## config.mk

```make
export PLATFORM = sky130hd
export DESIGN_NAME = tcm_arbiter
export DESIGN_NICKNAME = d
export VERILOG_FILES = /design/src/rtl/tcm_arbiter_pkg.sv /design/src/rtl/tcm_arbiter_rr_pick.sv /design/src/rtl/tcm_arbiter.sv
export SDC_FILE = /design/constraint.sdc
export NUM_CORES = 1
export LEC_CHECK = 0
export CELL_PAD_IN_SITES_DETAIL_PLACEMENT = 1
export CELL_PAD_IN_SITES_GLOBAL_PLACEMENT = 1
export CORE_MARGIN = 5
export CORE_UTILIZATION = 24
export DETAILED_ROUTE_END_ITERATION = 6
export PLACE_DENSITY_LB_ADDON = 0.1
export SLEW_MARGIN = 20
export SYNTH_ARGS = -nofsm -noshare
export SYNTH_HDL_FRONTEND = slang
export SYNTH_HIERARCHICAL = 1
export SYNTH_SLANG_ARGS = --single-unit
```

## constraint.sdc

```tcl
create_clock -name clk -period 5.55 [get_ports clk]
set_clock_uncertainty 0.15 [all_clocks]
set_input_delay 1.11 -clock clk [delete_from_list [all_inputs] [get_ports clk]]
set_output_delay 1.11 -clock clk [all_outputs]
set_load 0.03 [all_outputs]
```

## src/rtl/tcm_arbiter_pkg.sv

```systemverilog
// -----------------------------------------------------------------------------
// tcmarb_pkg
// Shared types for the TCM port arbiter: requester-id type (sized for the
// largest supported requester count), read/write command encoding, and the
// default starvation threshold.
// -----------------------------------------------------------------------------
package tcmarb_pkg;

  localparam int NR_MAX         = 8;
  localparam int STARVE_DEFAULT = 8;

  // Wide enough for any requester index up to NR_MAX-1.
  typedef logic [$clog2(NR_MAX)-1:0] req_id_t;

  typedef enum logic {
    CMD_READ  = 1'b0,
    CMD_WRITE = 1'b1
  } cmd_e;

  // Any byte enable set means write; all-zero means read.
  function automatic cmd_e cmd_of(input logic wr_any);
    return wr_any ? CMD_WRITE : CMD_READ;
  endfunction

endpackage

```

## src/rtl/tcm_arbiter_rr_pick.sv

```systemverilog
// -----------------------------------------------------------------------------
// rr_pick
// Round-robin priority encoder: returns the first set request at or after the
// pointer, wrapping modulo N.
// Ports:
//   i_req     in  N   request vector
//   i_ptr     in  id  starting position (must be < N)
//   o_onehot  out N   one-hot of the selected requester
//   o_idx     out id  index of the selected requester
//   o_any     out 1   at least one request set
// -----------------------------------------------------------------------------
module rr_pick
  import tcmarb_pkg::*;
#(
  parameter int N = 3
) (
  input  logic [N-1:0] i_req,
  input  req_id_t      i_ptr,
  output logic [N-1:0] o_onehot,
  output req_id_t      o_idx,
  output logic         o_any
);

  localparam int             IW  = $bits(req_id_t);
  localparam int             IW1 = IW + 1;
  localparam logic [N-1:0]   ONE = N'(1);
  localparam logic [IW1-1:0] NV  = IW1'(N);

  logic [N-1:0] w_rot;
  logic [N-1:0] w_take;
  logic [N:0]   w_seen;
  req_id_t      w_pos     [N];
  logic [N-1:0] w_oh_acc  [N+1];
  req_id_t      w_idx_acc [N+1];

  assign w_seen[0]    = 1'b0;
  assign w_oh_acc[0]  = '0;
  assign w_idx_acc[0] = '0;

  // Slot gi examines requester (ptr + gi) mod N. Since ptr < N and gi < N,
  // one conditional subtract is enough for the modulo.
  generate
    for (genvar gi = 0; gi < N; gi++) begin : g_slot
      logic [IW1-1:0] w_sum;
      assign w_sum          = {1'b0, i_ptr} + IW1'(gi);
      assign w_pos[gi]      = (w_sum >= NV) ? IW'(w_sum - NV) : IW'(w_sum);
      assign w_rot[gi]      = |(i_req & (ONE << w_pos[gi]));
      assign w_take[gi]     = w_rot[gi] & ~w_seen[gi];
      assign w_seen[gi+1]   = w_seen[gi] | w_rot[gi];
      assign w_oh_acc[gi+1] = w_oh_acc[gi] | (w_take[gi] ? (ONE << w_pos[gi]) : '0);
      assign w_idx_acc[gi+1] = w_idx_acc[gi] | (w_take[gi] ? w_pos[gi] : '0);
    end
  endgenerate

  assign o_onehot = w_oh_acc[N];
  assign o_idx    = w_idx_acc[N];
  assign o_any    = w_seen[N];

endmodule

```

## src/rtl/tcm_arbiter.sv

```systemverilog
// -----------------------------------------------------------------------------
// tcm_arbiter
// Shares one TCM RAM port between NR requesters. Priority: starvation-promoted
// requesters (round-robin among them), then HP, then round-robin over the rest.
// Tracks the owner of the outstanding read and steers the read response back.
// Ports:
//   clk, resetn          clock, async active-low reset
//   req[NR]              requests, payload held until gnt
//   raddr[NR*AW]         per-requester word address (flattened)
//   rwr[NR*BC]           per-requester byte enables, zero = read
//   rwdata[NR*DW]        per-requester write data
//   gnt[NR]              one-hot accept strobe (combinational)
//   rvalid[NR]           one-hot read-data-valid
//   rdata[DW]            shared read data, qualified by rvalid
//   ramcs/ramaddr/ramwr/ramwdata  RAM command outputs
//   ramrdata/ramready    RAM read data and ready/wait-state input
// -----------------------------------------------------------------------------
module tcm_arbiter
  import tcmarb_pkg::*;
#(
  parameter int NR     = 3,
  parameter int AW     = 13,
  parameter int DW     = 36,
  parameter int BC     = 4,
  parameter int HP     = 0,
  parameter int STARVE = STARVE_DEFAULT,
  parameter int STW    = 4
) (
  input  logic             clk,
  input  logic             resetn,
  input  logic [NR-1:0]    req,
  input  logic [NR*AW-1:0] raddr,
  input  logic [NR*BC-1:0] rwr,
  input  logic [NR*DW-1:0] rwdata,
  output logic [NR-1:0]    gnt,
  output logic [NR-1:0]    rvalid,
  output logic [DW-1:0]    rdata,
  output logic             ramcs,
  output logic [AW-1:0]    ramaddr,
  output logic [BC-1:0]    ramwr,
  output logic [DW-1:0]    ramwdata,
  input  logic [DW-1:0]    ramrdata,
  input  logic             ramready
);

  localparam int              IDW      = (NR > 1) ? $clog2(NR) : 1;
  localparam logic [NR-1:0]   ONE      = NR'(1);
  localparam logic [NR-1:0]   HP_MASK  = ONE << HP;
  localparam logic [STW-1:0]  STARVE_V = STW'(STARVE);
  localparam req_id_t         LAST_ID  = req_id_t'(NR - 1);

  logic [STW-1:0] r_cnt [NR];
  logic [IDW-1:0] r_rrptr;
  logic           r_pend_vld;
  req_id_t        r_pend_id;

  logic [NR-1:0]  w_prom, w_norm, w_prom_oh, w_norm_oh, w_win_oh;
  req_id_t        w_prom_idx, w_norm_idx, w_win;
  logic           w_prom_any, w_norm_any, w_accept;
  logic [BC-1:0]  w_win_wr;
  cmd_e           w_cmd;

  generate
    for (genvar gi = 0; gi < NR; gi++) begin : g_starve
      assign w_prom[gi] = req[gi] & (r_cnt[gi] == STARVE_V);

      // Counts cycles spent waiting; any gap in the request restarts it.
      always_ff @(posedge clk or negedge resetn) begin
        if (!resetn) begin
          r_cnt[gi] <= '0;
        end else if (!req[gi] || gnt[gi]) begin
          r_cnt[gi] <= '0;
        end else if (r_cnt[gi] != STARVE_V) begin
          r_cnt[gi] <= r_cnt[gi] + 1'b1;
        end
      end
    end
  endgenerate

  assign w_norm = req & ~HP_MASK;

  rr_pick #(.N(NR)) u_pick_prom (
    .i_req    (w_prom),
    .i_ptr    (req_id_t'(r_rrptr)),
    .o_onehot (w_prom_oh),
    .o_idx    (w_prom_idx),
    .o_any    (w_prom_any)
  );

  rr_pick #(.N(NR)) u_pick_norm (
    .i_req    (w_norm),
    .i_ptr    (req_id_t'(r_rrptr)),
    .o_onehot (w_norm_oh),
    .o_idx    (w_norm_idx),
    .o_any    (w_norm_any)
  );

  always_comb begin
    w_win    = w_norm_idx;
    w_win_oh = w_norm_oh;
    if (w_prom_any) begin
      w_win    = w_prom_idx;
      w_win_oh = w_prom_oh;
    end else if (|(req & HP_MASK)) begin
      w_win    = req_id_t'(HP);
      w_win_oh = HP_MASK;
    end
  end

  // Outputs are gated by resetn so the port is quiet for the whole reset.
  assign w_accept = resetn & ramready & (w_prom_any | (|(req & HP_MASK)) | w_norm_any);
  assign w_win_wr = rwr[w_win*BC +: BC];
  assign w_cmd    = cmd_of(|w_win_wr);

  always_comb begin
    gnt      = '0;
    ramcs    = 1'b0;
    ramaddr  = '0;
    ramwr    = '0;
    ramwdata = '0;
    if (w_accept) begin
      gnt      = w_win_oh;
      ramcs    = 1'b1;
      ramaddr  = raddr[w_win*AW +: AW];
      ramwr    = w_win_wr;
      ramwdata = rwdata[w_win*DW +: DW];
    end
  end

  assign rvalid = (r_pend_vld && ramready) ? (ONE << r_pend_id) : '0;
  assign rdata  = r_pend_vld ? ramrdata : '0;

  always_ff @(posedge clk or negedge resetn) begin
    if (!resetn) begin
      r_rrptr <= '0;
    end else if (w_accept) begin
      r_rrptr <= (w_win == LAST_ID) ? '0 : IDW'(w_win + 1'b1);
    end
  end

  // With ramready high the outstanding read (if any) completes this cycle,
  // so pend is either reloaded by a new read accept or emptied.
  always_ff @(posedge clk or negedge resetn) begin
    if (!resetn) begin
      r_pend_vld <= 1'b0;
      r_pend_id  <= '0;
    end else if (ramready) begin
      if (w_accept) begin
        r_pend_vld <= (w_cmd == CMD_READ);
        if (w_cmd == CMD_READ) begin
          r_pend_id <= w_win;
        end
      end else begin
        r_pend_vld <= 1'b0;
      end
    end
  end

endmodule

```

# Word-level counts from Yosys, hierarchy flattened
# Cells that the tools add are included.
[totals] ff_bits=18 word_cells=121
[classes] reduce_logical=18 add_sub_neg=9 bitwise=34 n_eq_ne=7 order_cmp=3 n_mul=2 shift=7 muxes=35
[ops] op="$shiftx A108 B10 Y36" count=1
[ops] op="$mux W36" count=2
[ops] op="$mux W3" count=21
[ops] op="$shiftx A39 B8 Y13" count=1
[ops] op="$mux W4" count=7
[ops] op="$or A3 B3 Y3" count=8
[ops] op="$and A3 B3 Y3" count=6
[ops] op="$reduce_or A3 Y1" count=6
[ops] op="$mul A3 B4 Y7 const B" count=2
[ops] op="$mux W13" count=1
[ops] op="$add A4 B1 Y4 const B" count=3
[ops] op="$eq A4 B4 Y1 const B" count=3
[ops] op="$ne A4 B4 Y1 const B" count=3
[ops] op="$shiftx A12 B6 Y4" count=1
[ops] op="$shl A1 B3 Y3 const A" count=4
[ops] op="$and A1 B1 Y1" count=9
[ops] op="$ge A4 B2 Y1 const B" count=2
[ops] op="$or A1 B1 Y1" count=6
[ops] op="$reduce_bool A2 Y1" count=3
[ops] op="$sub A3 B2 Y3 const B" count=2
[ops] op="$not A1 Y1" count=5
[ops] op="$reduce_or A4 Y1" count=1
[ops] op="$add A2 B1 Y3 const B" count=1
[ops] op="$add A2 B2 Y3 const B" count=1
[ops] op="other kinds (10)" count=16

# Depth between registers and ports, before layout
[logic_depth] word_depth=18 ltp_mapped=16

# By module
# Netlist, hierarchy kept.
[modules_own_cells] mod="tcm_arbiter" area_each_um2=2768.9 cells_each=362 instances=1
[modules_own_cells] mod="rr_pick" area_each_um2=663.1 cells_each=81 instances=2

# Worst setup path before layout
# Ideal clock, no wire load.
[synth_path] path_type="in2out" startpoint="in req[1]" endpoint="out ramaddr[0]" required_time_ns=4.290 path_buffers=3 t_arrival_ns=3.734 stages=12 slack_ns=0.556 cell_sequence="and4b_1 clkbuf_1 nand2_1 a2bb2oi_1 o221ai_2 or3_1 nor4b_1 or2_1 clkbuf_8 clkbuf_1 a22oi_1 nor2_1"
[synth_rtl] element="start, declared" line_no="tcm_arbiter.sv:31" rtl="input logic [NR-1:0] req,"
[synth_rtl] element="$and A1 B1 Y1 (*)" line_no="tcm_arbiter.sv:65" rtl="assign w_prom[gi] = req[gi] & (r_cnt[gi] == STARVE_V);"
[synth_rtl] element="named net w_prom[1]" line_no="tcm_arbiter.sv:57" rtl="logic [NR-1:0] w_prom, w_norm, w_prom_oh, w_norm_oh, w_win_oh;"
[synth_rtl] element="$and A3 B3 Y3" line_no="tcm_arbiter_rr_pick.sv:47" rtl="assign w_rot[gi] = |(i_req & (ONE << w_pos[gi]));"
[synth_rtl] element="$reduce_or A3 Y1" line_no="tcm_arbiter_rr_pick.sv:47"
[synth_rtl] element="$or A1 B1 Y1" line_no="tcm_arbiter_rr_pick.sv:49" rtl="assign w_seen[gi+1] = w_seen[gi] | w_rot[gi];"
[synth_rtl] element="$or A1 B1 Y1 (*)" line_no="tcm_arbiter_rr_pick.sv:49"
[synth_rtl] element="named net w_prom_any" line_no="tcm_arbiter.sv:59" rtl="logic w_prom_any, w_norm_any, w_accept;"
[synth_rtl] element="$mux W3 or $or A1 B1 Y1 (tied branches)" line_no="tcm_arbiter.sv:101, tcm_arbiter.sv:111"
[synth_rtl] element="$mul A3 B4 Y7 or $or A1 B1 Y1 (tied branches)" line_no="tcm_arbiter.sv:124, tcm_arbiter.sv:111"
[synth_rtl] element="$shiftx A39 B8 Y13 or $and A1 B1 Y1 (tied branches)" line_no="tcm_arbiter.sv:124, tcm_arbiter.sv:111"
[synth_rtl] element="$mux W13 (*)" line_no="tcm_arbiter.sv:121" rtl="if (w_accept) begin"
[synth_rtl] element="end, declared" line_no="tcm_arbiter.sv:39" rtl="output logic [AW-1:0] ramaddr,"
# Mark *: on every way through the listed nets, which the timed path passes. The rest lies on a longest branch.

# Final worst setup path
[layout_path] startpoint="in req[2]" endpoint="out ramwr[2]"
[layout_between] elab_chain_cells=11
[layout_rtl] element="$and A1 B1 Y1 (*)" line_no="tcm_arbiter.sv:65"
[layout_rtl] element="named net w_prom[2]" line_no="tcm_arbiter.sv:57"
[layout_rtl] element="$and A3 B3 Y3" line_no="tcm_arbiter_rr_pick.sv:47"
[layout_rtl] element="$reduce_or A3 Y1" line_no="tcm_arbiter_rr_pick.sv:47"
[layout_rtl] element="$not A1 Y1 or $or A1 B1 Y1 (tied branches)" line_no="tcm_arbiter_rr_pick.sv:48, tcm_arbiter_rr_pick.sv:49"
[layout_rtl] element="$and A1 B1 Y1 or $not A1 Y1 (tied branches)" line_no="tcm_arbiter_rr_pick.sv:48" rtl="assign w_take[gi] = w_rot[gi] & ~w_seen[gi];"
[layout_rtl] element="$mux W3 or $and A1 B1 Y1 (tied branches)" line_no="tcm_arbiter_rr_pick.sv:51, tcm_arbiter_rr_pick.sv:48"
[layout_rtl] element="$or A3 B3 Y3 or $mux W3 (tied branches)" line_no="tcm_arbiter_rr_pick.sv:51" rtl="assign w_idx_acc[gi+1] = w_idx_acc[gi] | (w_take[gi] ? w_pos[gi] : '0);"
[layout_rtl] element="$or A3 B3 Y3 (*)" line_no="tcm_arbiter_rr_pick.sv:51"
[layout_rtl] element="named net w_prom_idx[0]" line_no="tcm_arbiter.sv:58" rtl="req_id_t w_prom_idx, w_norm_idx, w_win;"
[layout_rtl] element="$mux W3 (*)" line_no="tcm_arbiter.sv:101" rtl="if (w_prom_any) begin"
[layout_rtl] element="$shiftx A12 B6 Y4 (*)" line_no="tcm_arbiter.sv:112" rtl="assign w_win_wr = rwr[w_win*BC +: BC];"
[layout_rtl] element="$mux W4 (*)" line_no="tcm_arbiter.sv:121"
[layout_rtl] element="end, declared" line_no="tcm_arbiter.sv:40" rtl="output logic [BC-1:0] ramwr,"
# Marked as above.

==> impl_results.md <==
* Depth of the worst register-to-register path at 17
* Remaining routing DRC violations at 0
* Endpoint class of the critical path: output port
* Total chip power at 3270 µW
* Number of hold buffers added after CTS at 0
* Detailed-placement wirelength estimate at 18,700 µm
* Setup Crit Path Kind: in2out
* Number of H-tree levels at 1
* Share of the cycle needed by the critical path after routing at 97.7%
* Via/cell ratio at 4.92
* Pin count of the biggest net entering global routing at 39
* Clock tree root buffer cell: sky130_fd_sc_hd__clkbuf_16
* EDFF count, synth at 0
* Number of clock buffers inserted by TritonCTS at 3
* Post-Syn Instances at 524
* Sequential-to-total area share from yosys stat at 11.0%
* Final wirelength at 22,600 µm
* Standard-cell row count at 47
* Top-level I/O count at 297
* Sum of overflow across all layers after global routing at 0
* Fillcell total at 1,968
* Number of warnings printed during yosys synthesis at 6
* Post-synthesis instance area at 4100 µm²
* Hold violation count in the final report at 0
* GP Congestion at 0.896
* Vias after detailed routing at 5,602
* Leak pwr at 0.00360 µW
* Count of pins over their slew limit at 0
* Antenna violations before repair at 0
* Total GRT Usage at 21.3%
* Starting density of the core at 24.6%
* Most Used Layer, Global Route: met2
* Most used flip-flop cell after synthesis: sky130_fd_sc_hd__dfrtp_1
* Worst setup slack for register-to-register paths at 1.08 ns
* Final min period at 5.42 ns
* Pwr per Cell Area at 395 nW/µm²
* Worst min-delay path category: reg2reg
* Die Height at 141 µm
* Routed wire length per instance at 19.8 µm
* Clock-pin slew reported for the worst setup and hold paths after clock tree synthesis at 0.05 ns
* Area used by multi-input combinational logic at 3510 µm²
* Deepest clock path buffer count at 2
* Required time worst endpoint at 4.29 ns
* GR Util met2 at 41.2%
* Area overhead of the layout relative to synthesis at 102%
* Met1 usage in global routing at 23.8%
* Worst slew pin tran at 0.787 ns
* VDD IR max at 144 µV
* I/O Buffers at 296
* Antenna viol nets, final at 0
* Terminus of the critical flop-to-flop path: r_pend_id[1]$_DFFE_PN0P_
* Global-route wire length before repair at 34,100 µm
* Slew margin rel. at 47.6%
* Antenna cell count at 0
* Worst-path fanout max at 8
* Post-synthesis register bit count at 18
* Layout cell share with drive strength beyond 1 at 31.2%
* Status: complete, no violations
* Unique cell type count in the Yosys netlist at 71
* DRC violation total after the first TritonRoute iteration at 116
* Sink Count at 18
* Data arrival time at the worst-slack endpoint at 4.16 ns
* Setup crit end: ramwr[2]
* Worst Setup Start Kind: input pin
* RR Startpoint: r_rrptr[1]$_DFFE_PN0P_
* Number of global-route vias before repair at 6,200
* Proportion of synthesized flip-flops having asynchronous set or reset at 100%
* Final Hold Slack at 0.404 ns
* Clock insertion delay at the later pin of the skew report at 0.25 ns
* Number of nets in the layout at 1,144
* Max-cap viol count at 0
* Met3 usage in global routing at 4.64%
* Synthesized area divided by synthesized cell count at 7.82 µm²
* Area used by sequential logic in the layout at 453 µm²
* Die footprint at 19,800 µm²
* Drt first pass iters at 7
* Width of the die at 141 µm
* Placeable core region at 16,600 µm²
* Number of setup violations in the final report at 0
* Origin of the worst setup path: req[2]
* CTS tree: built
* Achievable frequency at 185 MHz
## worst min-delay path by stage
stage / start / end / slack, ns / depth (start not counted)
floorplan: r_cnt[7]$_DFFE_PN0P_ / r_cnt[7]$_DFFE_PN0P_ / 0.35 / 2
global placement: r_pend_id[2]$_DFFE_PN0P_ / r_pend_id[2]$_DFFE_PN0P_ / 0.38 / 2
detailed placement: r_pend_id[2]$_DFFE_PN0P_ / r_pend_id[2]$_DFFE_PN0P_ / 0.40 / 2
CTS: r_pend_id[2]$_DFFE_PN0P_ / r_pend_id[2]$_DFFE_PN0P_ / 0.41 / 2
global route: r_pend_id[2]$_DFFE_PN0P_ / r_pend_id[2]$_DFFE_PN0P_ / 0.44 / 2
finish: r_pend_id[2]$_DFFE_PN0P_ / r_pend_id[2]$_DFFE_PN0P_ / 0.40 / 2
## report_power, final
part | switching [µW] | internal [µW]
logic | 1430 | 1470
clock network | 50.6 | 110
registers | 50.2 | 159
## critical path, stage by stage
cell and delay [ns]:
sky130_fd_sc_hd__clkdlybuf4s50_1 0.53, sky130_fd_sc_hd__and2_1 0.22, sky130_fd_sc_hd__o311ai_1 0.14, sky130_fd_sc_hd__o221ai_2 0.10, sky130_fd_sc_hd__buf_4 0.15, sky130_fd_sc_hd__nand2_1 0.04, sky130_fd_sc_hd__mux2_4 0.28, sky130_fd_sc_hd__o21ai_4 0.15
sky130_fd_sc_hd__buf_4 0.12, sky130_fd_sc_hd__and3b_2 0.21, sky130_fd_sc_hd__or2_4 0.33, sky130_fd_sc_hd__buf_12 0.16, sky130_fd_sc_hd__buf_6 0.13, sky130_fd_sc_hd__and2_4 0.17, sky130_fd_sc_hd__nor2_2 0.10, sky130_fd_sc_hd__nor2_1 0.05
sky130_fd_sc_hd__buf_4 0.17
## cells in the final DEF (no fill, tap or decap), types with 5 or more instances in the layout
cell type	Yosys	layout
sky130_fd_sc_hd__a21oi_1	16	16
sky130_fd_sc_hd__a22oi_1	56	53
sky130_fd_sc_hd__and2_1	38	37
sky130_fd_sc_hd__buf_12	0	7
sky130_fd_sc_hd__buf_2	7	9
sky130_fd_sc_hd__buf_4	2	131
sky130_fd_sc_hd__clkbuf_16	0	5
sky130_fd_sc_hd__clkbuf_2	0	6
sky130_fd_sc_hd__clkdlybuf4s15_2	0	11
sky130_fd_sc_hd__clkdlybuf4s50_1	0	237
sky130_fd_sc_hd__conb_1	3	18
sky130_fd_sc_hd__dfrtp_1	18	16
sky130_fd_sc_hd__ha_1	24	23
sky130_fd_sc_hd__inv_1	26	25
sky130_fd_sc_hd__mux2_2	56	56
sky130_fd_sc_hd__mux2i_1	5	5
sky130_fd_sc_hd__nand2_1	25	24
sky130_fd_sc_hd__nand3_1	11	11
sky130_fd_sc_hd__nand3b_1	5	5
sky130_fd_sc_hd__nand4b_1	5	5
sky130_fd_sc_hd__nor2_1	76	74
sky130_fd_sc_hd__nor2b_1	5	5
sky130_fd_sc_hd__nor3_1	9	9
sky130_fd_sc_hd__o21ai_0	9	9
sky130_fd_sc_hd__o21ai_1	8	6
sky130_fd_sc_hd__xnor2_1	8	8
## timing repair
item,CTS,global route
gates cloned,3,2
hold endpoints to repair,0,0
buffers inserted,9,4
pin swaps,2,5
resized for setup,99,24
endpoints found under the setup margin,52,52
## cells in the mapped netlist (4+ instances only)
cell	count	area, µm²
sky130_fd_sc_hd__buf_6	4	45.0
sky130_fd_sc_hd__nor2b_1	5	31.3
sky130_fd_sc_hd__and2_1	38	238
sky130_fd_sc_hd__nor2_1	76	285
sky130_fd_sc_hd__a22oi_1	56	420
sky130_fd_sc_hd__mux2i_1	5	50.1
sky130_fd_sc_hd__buf_2	7	35.0
sky130_fd_sc_hd__ha_1	24	300
sky130_fd_sc_hd__xnor2_1	8	70.1
sky130_fd_sc_hd__a21oi_1	16	80.1
sky130_fd_sc_hd__inv_1	26	97.6
sky130_fd_sc_hd__nand2_1	25	93.8
sky130_fd_sc_hd__nand4b_1	5	43.8
sky130_fd_sc_hd__dfrtp_1	18	450
sky130_fd_sc_hd__mux2_2	56	631
sky130_fd_sc_hd__nor3_1	9	45.0
sky130_fd_sc_hd__nand3_1	11	55.1
sky130_fd_sc_hd__nand3b_1	5	37.5
sky130_fd_sc_hd__xor2_1	4	35.0
sky130_fd_sc_hd__o21ai_0	9	45.0
sky130_fd_sc_hd__o21ai_1	8	40.0
sky130_fd_sc_hd__clkbuf_1	20	75.1
## layout make-up
cell class | count | share of cell area [%]
clock buffer | 4 | 1.07
inverter | 26 | 1.18
multi-input combinational | 461 | 42.4
sequential | 18 | 5.47
tap | 220 | 3.33
timing repair buffer | 409 | 46.6
## logic make-up (layout without fill, tap and decap cells)
kind of cell | after synthesis | in the layout | share of synthesized area, %
and+or+nand+nor | 207 | 208 | 27.3
AOI/OAI and AO/OA | 134 | 134 | 26.4
muxes | 65 | 65 | 17.9
buffers and inverters | 61 | 439 | 7.21
adders and majority gates | 24 | 24 | 7.33
DFF | 18 | 18 | 11.0
xor gates and xnor gates | 12 | 12 | 2.57
other | 3 | 18 | 0.275
## through the flow
stage / area (µm²) / setup TNS, ns / setup WS [ns] / instances / util (%)
finish: 8270 / 0 / 0.130 / 1138 / 49.7
global route: 8270 / -0.0112 / -0.0100 / 1138 / 49.7
CTS: 8160 / 0 / 0.00299 / 1132 / 49.0
detailed placement: 7900 / -30.59 / -0.759 / 1116 / 47.5
global placement: 7900 / -24.33 / -0.633 / 1116 / 47.5
floorplan: 4150 / 0 / 0.556 / 539 / -
## state kept, by name, indices dropped and copies added, names as in the netlist
signal / cells
r_cnt: 12
r_pend_id: 3
r_pend_vld: 1
r_rrptr: 2
## metal layers
| metal | part of all wire, % | routed length, µm | vias up |
|---|---|---|---|
| met5 | 0 | 0 | - |
| met4 | 2.1 | 477 | 0 |
| met3 | 6.2 | 1390 | 26 |
| met2 | 54 | 12100 | 205 |
| met1 | 38 | 8560 | 2698 |
| li1 | - | - | 2673 |
No activity file was read; power rests on OpenSTA's default activity.
